**src/rtl/alu_pkg.sv**
```systemverilog
// Shared types for the pipelined ALU: op encoding, FSM states and status bit
// positions. Status is packed {N,V,C,Z} from bit 3 down to bit 0.
package alu_pkg;

    // Codes 000-011 are identical to the legacy 2-bit ALU encoding.
    typedef enum logic [2:0] {
        OP_ADD  = 3'b000,
        OP_SUB  = 3'b001,
        OP_AND  = 3'b010,
        OP_NOT  = 3'b011,
        OP_OR   = 3'b100,
        OP_XOR  = 3'b101,
        OP_MUL  = 3'b110,
        OP_PASS = 3'b111
    } alu_op_e;

    typedef enum logic {
        IDLE = 1'b0,
        MUL  = 1'b1
    } alu_state_e;

    localparam int ST_Z = 0;
    localparam int ST_C = 1;
    localparam int ST_V = 2;
    localparam int ST_N = 3;

    // Pack individual flags into the status nibble at their fixed positions.
    function automatic logic [3:0] status_pack(input logic n, input logic v,
                                               input logic c, input logic z);
        logic [3:0] s;
        s       = 4'b0000;
        s[ST_N] = n;
        s[ST_V] = v;
        s[ST_C] = c;
        s[ST_Z] = z;
        return s;
    endfunction

endpackage

```
**src/rtl/alu_mul_seq.sv**
```systemverilog
// Iterative shift-add multiplier: one partial-product step per cycle.
// A start pulse latches the operands; after WIDTH steps 'done' pulses for one
// cycle with the low WIDTH bits of A*B on 'product' (high half is discarded).
module alu_mul_seq
    import alu_pkg::*;
#(
    parameter int WIDTH = 16
) (
    input  logic             clk,
    input  logic             reset,
    input  logic             i_start,
    input  logic [WIDTH-1:0] i_a,
    input  logic [WIDTH-1:0] i_b,
    output logic             o_busy,
    output logic             o_done,
    output logic [WIDTH-1:0] o_product
);

    localparam int CW = $clog2(WIDTH);

    logic [WIDTH-1:0] r_mcand;
    logic [WIDTH-1:0] r_mplier;
    logic [WIDTH-1:0] r_acc;
    logic [CW-1:0]    r_count;
    logic             r_busy;
    logic             r_done;

    // Operand latch on start, then one shift-add step per busy cycle.
    always_ff @(posedge clk or posedge reset) begin
        if (reset) begin
            r_mcand  <= '0;
            r_mplier <= '0;
            r_acc    <= '0;
            r_count  <= '0;
            r_busy   <= 1'b0;
            r_done   <= 1'b0;
        end else begin
            r_done <= 1'b0;
            if (i_start) begin
                r_mcand  <= i_a;
                r_mplier <= i_b;
                r_acc    <= '0;
                r_count  <= '0;
                r_busy   <= 1'b1;
            end else if (r_busy) begin
                // Multiplicand shifts left modulo 2^WIDTH, so bits above
                // WIDTH never enter the accumulator.
                if (r_mplier[0]) begin
                    r_acc <= r_acc + r_mcand;
                end
                r_mcand  <= r_mcand << 1;
                r_mplier <= r_mplier >> 1;
                r_count  <= r_count + 1'b1;
                if (r_count == CW'(WIDTH - 1)) begin
                    r_busy <= 1'b0;
                    r_done <= 1'b1;
                end
            end
        end
    end

    assign o_busy    = r_busy;
    assign o_done    = r_done;
    assign o_product = r_acc;

endmodule

```
**src/rtl/alu_pipe.sv**
```systemverilog
// Registered ALU with valid/ready handshakes on input and output.
// Single-cycle ops produce a result one cycle after accept; with the
// ALU_PIPE_MUL_EN macro defined, op MUL runs on an iterative multiplier and
// completes WIDTH+1 cycles after accept. Without the macro, MUL returns 0 in
// one cycle.
module alu_pipe
    import alu_pkg::*;
#(
    parameter int WIDTH = 16
) (
    input  logic             clk,
    input  logic             reset,
    input  logic             in_valid,
    output logic             in_ready,
    input  logic [WIDTH-1:0] Ain,
    input  logic [WIDTH-1:0] Bin,
    input  logic [2:0]       ALUop,
    output logic             out_valid,
    input  logic             out_ready,
    output logic [WIDTH-1:0] out,
    output logic [3:0]       status
);

    alu_op_e          w_op;
    logic             w_idle;
    logic             w_accept;
    logic             w_mul_start;
    logic             w_mul_done;
    logic [WIDTH-1:0] w_mul_product;
    logic [WIDTH:0]   w_add;
    logic [WIDTH:0]   w_sub;
    logic [WIDTH-1:0] w_res;
    logic             w_c;
    logic             w_v;
    logic [3:0]       w_flags;

    logic             r_out_valid;
    logic [WIDTH-1:0] r_out;
    logic [3:0]       r_status;

    assign w_op     = alu_op_e'(ALUop);
    assign in_ready = w_idle & (~r_out_valid | out_ready);
    assign w_accept = in_valid & in_ready;

    // SUB is A + ~B + 1 so that the carry-out is the no-borrow flag.
    assign w_add = {1'b0, Ain} + {1'b0, Bin};
    assign w_sub = {1'b0, Ain} + {1'b0, ~Bin} + (WIDTH + 1)'(1);

`ifdef ALU_PIPE_MUL_EN
    alu_state_e r_state;
    alu_state_e w_state_next;
    logic       w_mul_busy;

    // FSM state register.
    always_ff @(posedge clk or posedge reset) begin
        if (reset) begin
            r_state <= IDLE;
        end else begin
            r_state <= w_state_next;
        end
    end

    // Next state: leave IDLE on a MUL accept, return when the multiplier is done.
    always_comb begin
        w_state_next = r_state;
        case (r_state)
            IDLE:    if (w_mul_start) w_state_next = MUL;
            MUL:     if (w_mul_done)  w_state_next = IDLE;
            default: w_state_next = IDLE;
        endcase
    end

    assign w_idle      = (r_state == IDLE) & ~w_mul_busy;
    assign w_mul_start = w_accept & (w_op == OP_MUL);

    alu_mul_seq #(
        .WIDTH (WIDTH)
    ) u_mul (
        .clk       (clk),
        .reset     (reset),
        .i_start   (w_mul_start),
        .i_a       (Ain),
        .i_b       (Bin),
        .o_busy    (w_mul_busy),
        .o_done    (w_mul_done),
        .o_product (w_mul_product)
    );
`else
    assign w_idle        = 1'b1;
    assign w_mul_start   = 1'b0;
    assign w_mul_done    = 1'b0;
    assign w_mul_product = '0;
`endif

    // Single-cycle op decode; unused paths and MUL (handled elsewhere) give 0.
    always_comb begin
        w_res = '0;
        w_c   = 1'b0;
        w_v   = 1'b0;
        case (w_op)
            OP_ADD: begin
                w_res = w_add[WIDTH-1:0];
                w_c   = w_add[WIDTH];
                w_v   = (Ain[WIDTH-1] == Bin[WIDTH-1]) &
                        (w_add[WIDTH-1] != Ain[WIDTH-1]);
            end
            OP_SUB: begin
                w_res = w_sub[WIDTH-1:0];
                w_c   = w_sub[WIDTH];
                w_v   = (Ain[WIDTH-1] != Bin[WIDTH-1]) &
                        (w_sub[WIDTH-1] != Ain[WIDTH-1]);
            end
            OP_AND:  w_res = Ain & Bin;
            OP_NOT:  w_res = ~Bin;
            OP_OR:   w_res = Ain | Bin;
            OP_XOR:  w_res = Ain ^ Bin;
            OP_PASS: w_res = Bin;
            default: w_res = '0;
        endcase
        w_flags = status_pack(w_res[WIDTH-1], w_v, w_c, (w_res == '0));
    end

    // Output register: load on single-cycle accept or multiplier completion,
    // otherwise drop valid once the consumer has taken the result.
    always_ff @(posedge clk or posedge reset) begin
        if (reset) begin
            r_out_valid <= 1'b0;
            r_out       <= '0;
            r_status    <= 4'b0000;
        end else begin
            if (w_accept && !w_mul_start) begin
                r_out       <= w_res;
                r_status    <= w_flags;
                r_out_valid <= 1'b1;
            end else if (w_mul_done) begin
                r_out       <= w_mul_product;
                r_status    <= status_pack(w_mul_product[WIDTH-1], 1'b0, 1'b0,
                                           (w_mul_product == '0));
                r_out_valid <= 1'b1;
            end else if (r_out_valid && out_ready) begin
                r_out_valid <= 1'b0;
            end
        end
    end

    assign out_valid = r_out_valid;
    assign out       = r_out;
    assign status    = r_status;

endmodule
```
**config.mk**
```make
export PLATFORM = sky130hd
export DESIGN_NAME = alu_pipe
export DESIGN_NICKNAME = d
export VERILOG_FILES = /design/src/rtl/alu_pkg.sv /design/src/rtl/alu_mul_seq.sv /design/src/rtl/alu_pipe.sv
export SDC_FILE = /design/constraint.sdc
export NUM_CORES = 1
export LEC_CHECK = 0
export BUFFER_PORTS_ARGS = -buffer_cell sky130_fd_sc_hd__buf_4
export CAP_MARGIN = 5
export CORE_UTILIZATION = 45
export CTS_CLUSTER_DIAMETER = 200
export DETAILED_ROUTE_END_ITERATION = 6
export PLACE_DENSITY = 0.68
export SLEW_MARGIN = 10
export SYNTH_ARGS = -nofsm -noshare
export SYNTH_HDL_FRONTEND = slang
export SYNTH_SLANG_ARGS = --single-unit
```
**constraint.sdc**
```tcl
create_clock -name clk -period 2.46 [get_ports clk]
set_clock_uncertainty 0.15 [all_clocks]
set_input_delay 0.615 -clock clk [delete_from_list [all_inputs] [get_ports clk]]
set_output_delay 0.615 -clock clk [all_outputs]
set_load 0.005 [all_outputs]
```
==> impl_metrics.yaml <==
outcome:
  status: "finished with violations"
  violations: "negative setup slack"
yosys:
  synth-seq-area-share: 0.1309
  synthAdderAreaFrac: 0.1708
  synthCells: 511
  synth.ff_latch_count: 20
  synth_top_family_by_area: "compound AO/OA/AOI/OAI gates"
  avgSynthCellArea_um2: 7.483
  synth_top_area_share: 0.1603
  synth_nets: 601
  synth_mux_area_frac: 0.01407
  syn_area_mm2: 0.003824
  ys_warn_count: 0
  synth_cell_types: 78
  ys_top_cells_by_count: "49 x ha_1, 47 x nor2_1, 44 x inv_1, 44 x nand2_1, 38 x a21oi_1"
  synthXorXnorAreaFrac: 0.04810
  synth-simple-area-share: 0.2114
  synth_ff_type: "dfrtp_1"
  synth_top_cell_by_area: "ha_1"
  async_reset_ff_frac: 1.000
  yosysMostFrequentCell: "ha_1"
  synth_compound_area_frac: 0.3266
  synth_area_leaders: "ha_1 16%, dfrtp_1 13%, a21oi_1 5.0%, nor2_1 4.6%, inv_1 4.3%"
  synth_edf_count: 0
detailed_routing:
  ant_nets: 0
  wl_met1_mm: 6.744
  viasPerCell: 5.746
  drc: 0
  wl_met3_mm: 1.081
  routedWlPerCell_um: 18.27
  wl_mm: 15.75
  routed.top_layer: "met4"
  wl_met2_mm: 7.478
  via_count: 4953
  dr.first_iter.drc_count: 422
  first_pass_iters: 5
clock_network:
  clk_path_buf_depth: 2
  cts-root-buf: "clkbuf_8"
  htreeDepth: 1
  clock-sinks: 20
  cts_buffers: 3
  cts_tree: "yes"
  clk_transition_reported_paths_ns: 0.07
  insertion_delay_ns: 0.26
cells_and_area:
  antenna_cells: 0
  nets: 849
  fillCellCount: 577
  stdcell_count: 862
  post-route-util: 0.7888
  drive_gt1_frac: 0.4954
  area_delta_synth_final_pct: 69.50
timing:
  max_freq_mhz: 321.3
  maxSlewHeadroom: 0.5083
  period_share: 1.265
  period_minus_slack_ns: 3.113
  finalSetupViolCount: 13
  timing.hold.ws_ns: 0.3257
  rsz0062_at_grt: "yes"
  worstMarginPinSlew_ns: 0.7367
  final-hold-violation-count: 0
  maxSlewViolCount: 0
  fin_ws_ns: -0.6526
global_route:
  grt_pass1_vias: 4780
  overflow: 0
  grt_max_degree: 22
  grt_pass1_wl_mm: 23.66
  grt_usage: 0.3471
  antenna_found_initial: 0
critical_path:
  required_ns: 2.51
  criticalPathCategory: "in -> reg"
  path_max_fanout: 2
  arrival_ns: 3.16
  crit_path_end_kind: "flip-flop"
  start_kind: "input port"
power:
  vdd_drop_max_mv: 0.1609
  p_leak_nw: 3.129
  power.density_mw_per_mm2: 337.1
placement:
  placed_cells: 843
  gp_congestion: 0.9100
  hpwl_mm: 12.25
  port_buffers: 60
floorplan:
  num_rows: 33
  floorplan.initialDensity: 0.4654
  die_w_um: 94.18
  coreArea_mm2: 0.008217
  die_area_mm2: 0.008870
  die_h_um: 94.18
  ios: 61
run:
  drv_cap: 0
worst_hold_path:
  holdCritPathClass: "in -> async"
worst paths after layout:
kind / start / to / slack, ns / cells past startpoint
setup / recovery: Ain[0] / status[0] / -0.65 / 13
hold / removal: reset / out[1] / 0.33 / 2
setup reg to reg: out_valid / status[0] / 0.16 / 8
hold reg to reg: out[4] / out[4] / 0.33 / 2
max in group asynchronous: reset / out[9] / 1.36 / 2
min in group clk: out[4] / out[4] / 0.33 / 2
worst max-delay path, stage by stage:
cell and delay [ns]:
buf_8 0.09, ha_4 0.13, inv_2 0.04, fa_2 0.53, nor2b_2 0.17, a211oi_1 0.07
a211oi_1 0.24, a21oi_2 0.07, a2111o_1 0.32, a2111oi_2 0.23, nand4b_1 0.19, nor4_2 0.28
a32o_2 0.20
sequential cells by signal (all words and copies together), names as in the netlist:
| register | flops |
|---|---|
| out_valid | 1 |
| status | 3 |
| out | 16 |
kinds of logic after synthesis:
group	Yosys count
buf+inv	81
fa+ha+maj	51
compound gates	173
mux	5
flops	20
xor+xnor	21
simple gates	160
area by class of cell:
type	instances	area, um^2	share of cell area
multi-input combinational	410	3461	0.5340
timing repair buffer	277	2157	0.3328
sequential	20	500.5	0.07722
inverter	47	190.2	0.02934
tap	105	131.4	0.02027
clock buffer	3	41.29	0.006371
power breakdown:
| part | total (W) | internal (W) | switching (W) |
|---|---|---|---|
| combinational | 0.00156 | 0.000807 | 0.000750 |
| sequential | 0.000416 | 0.000385 | 0.0000309 |
| clock | 0.000212 | 0.000109 | 0.000103 |
| total | 0.00219 | 0.00130 | 0.000884 |
metal layers:
| metal | global-route usage | vias up |
|---|---|---|
| li1 | - | 2338 |
| met1 | 0.4551 | 2339 |
| met2 | 0.5864 | 230 |
| met3 | 0.03560 | 46 |
| met4 | 0.1167 | 0 |
| met5 | 0 | - |
cells in the final DEF (no fill, tap or decap), types with 8 or more instances in the layout:
master	synthesis	final
nor2_1	47	42
xnor2_1	14	13
buf_6	5	8
nor2b_1	9	8
o21ai_0	30	17
dfrtp_1	20	20
o21ai_1	1	10
ha_1	49	40
inv_1	44	34
buf_4	6	264
a21o_1	10	10
ha_4	0	9
nand2_1	44	42
nand2b_1	9	8
a21oi_1	38	28
per-stage QoR:
stage | cell area (um^2) | worst slack (ns) | TNS [ns] | power, W
CTS | 6316 | -0.6043 | -4.648 | 0.002093
finish | 6481 | -0.6526 | -4.983 | 0.002185
floorplan | 3950 | -0.6276 | -2.799 | 0.001054
global route | 6481 | -0.7423 | -6.000 | 0.002328
detailed placement | 5859 | -1.082 | -10.25 | 0.001736
global placement | 5859 | -0.9959 | -9.455 | 0.001704
repair_timing:
item,CTS,global route
endpoints found under the setup margin,14,17
resized for setup,61,44
hold buffers,0,0
pin swaps,39,42
setup buffers,20,9
(Power assumes the default switching activity.)
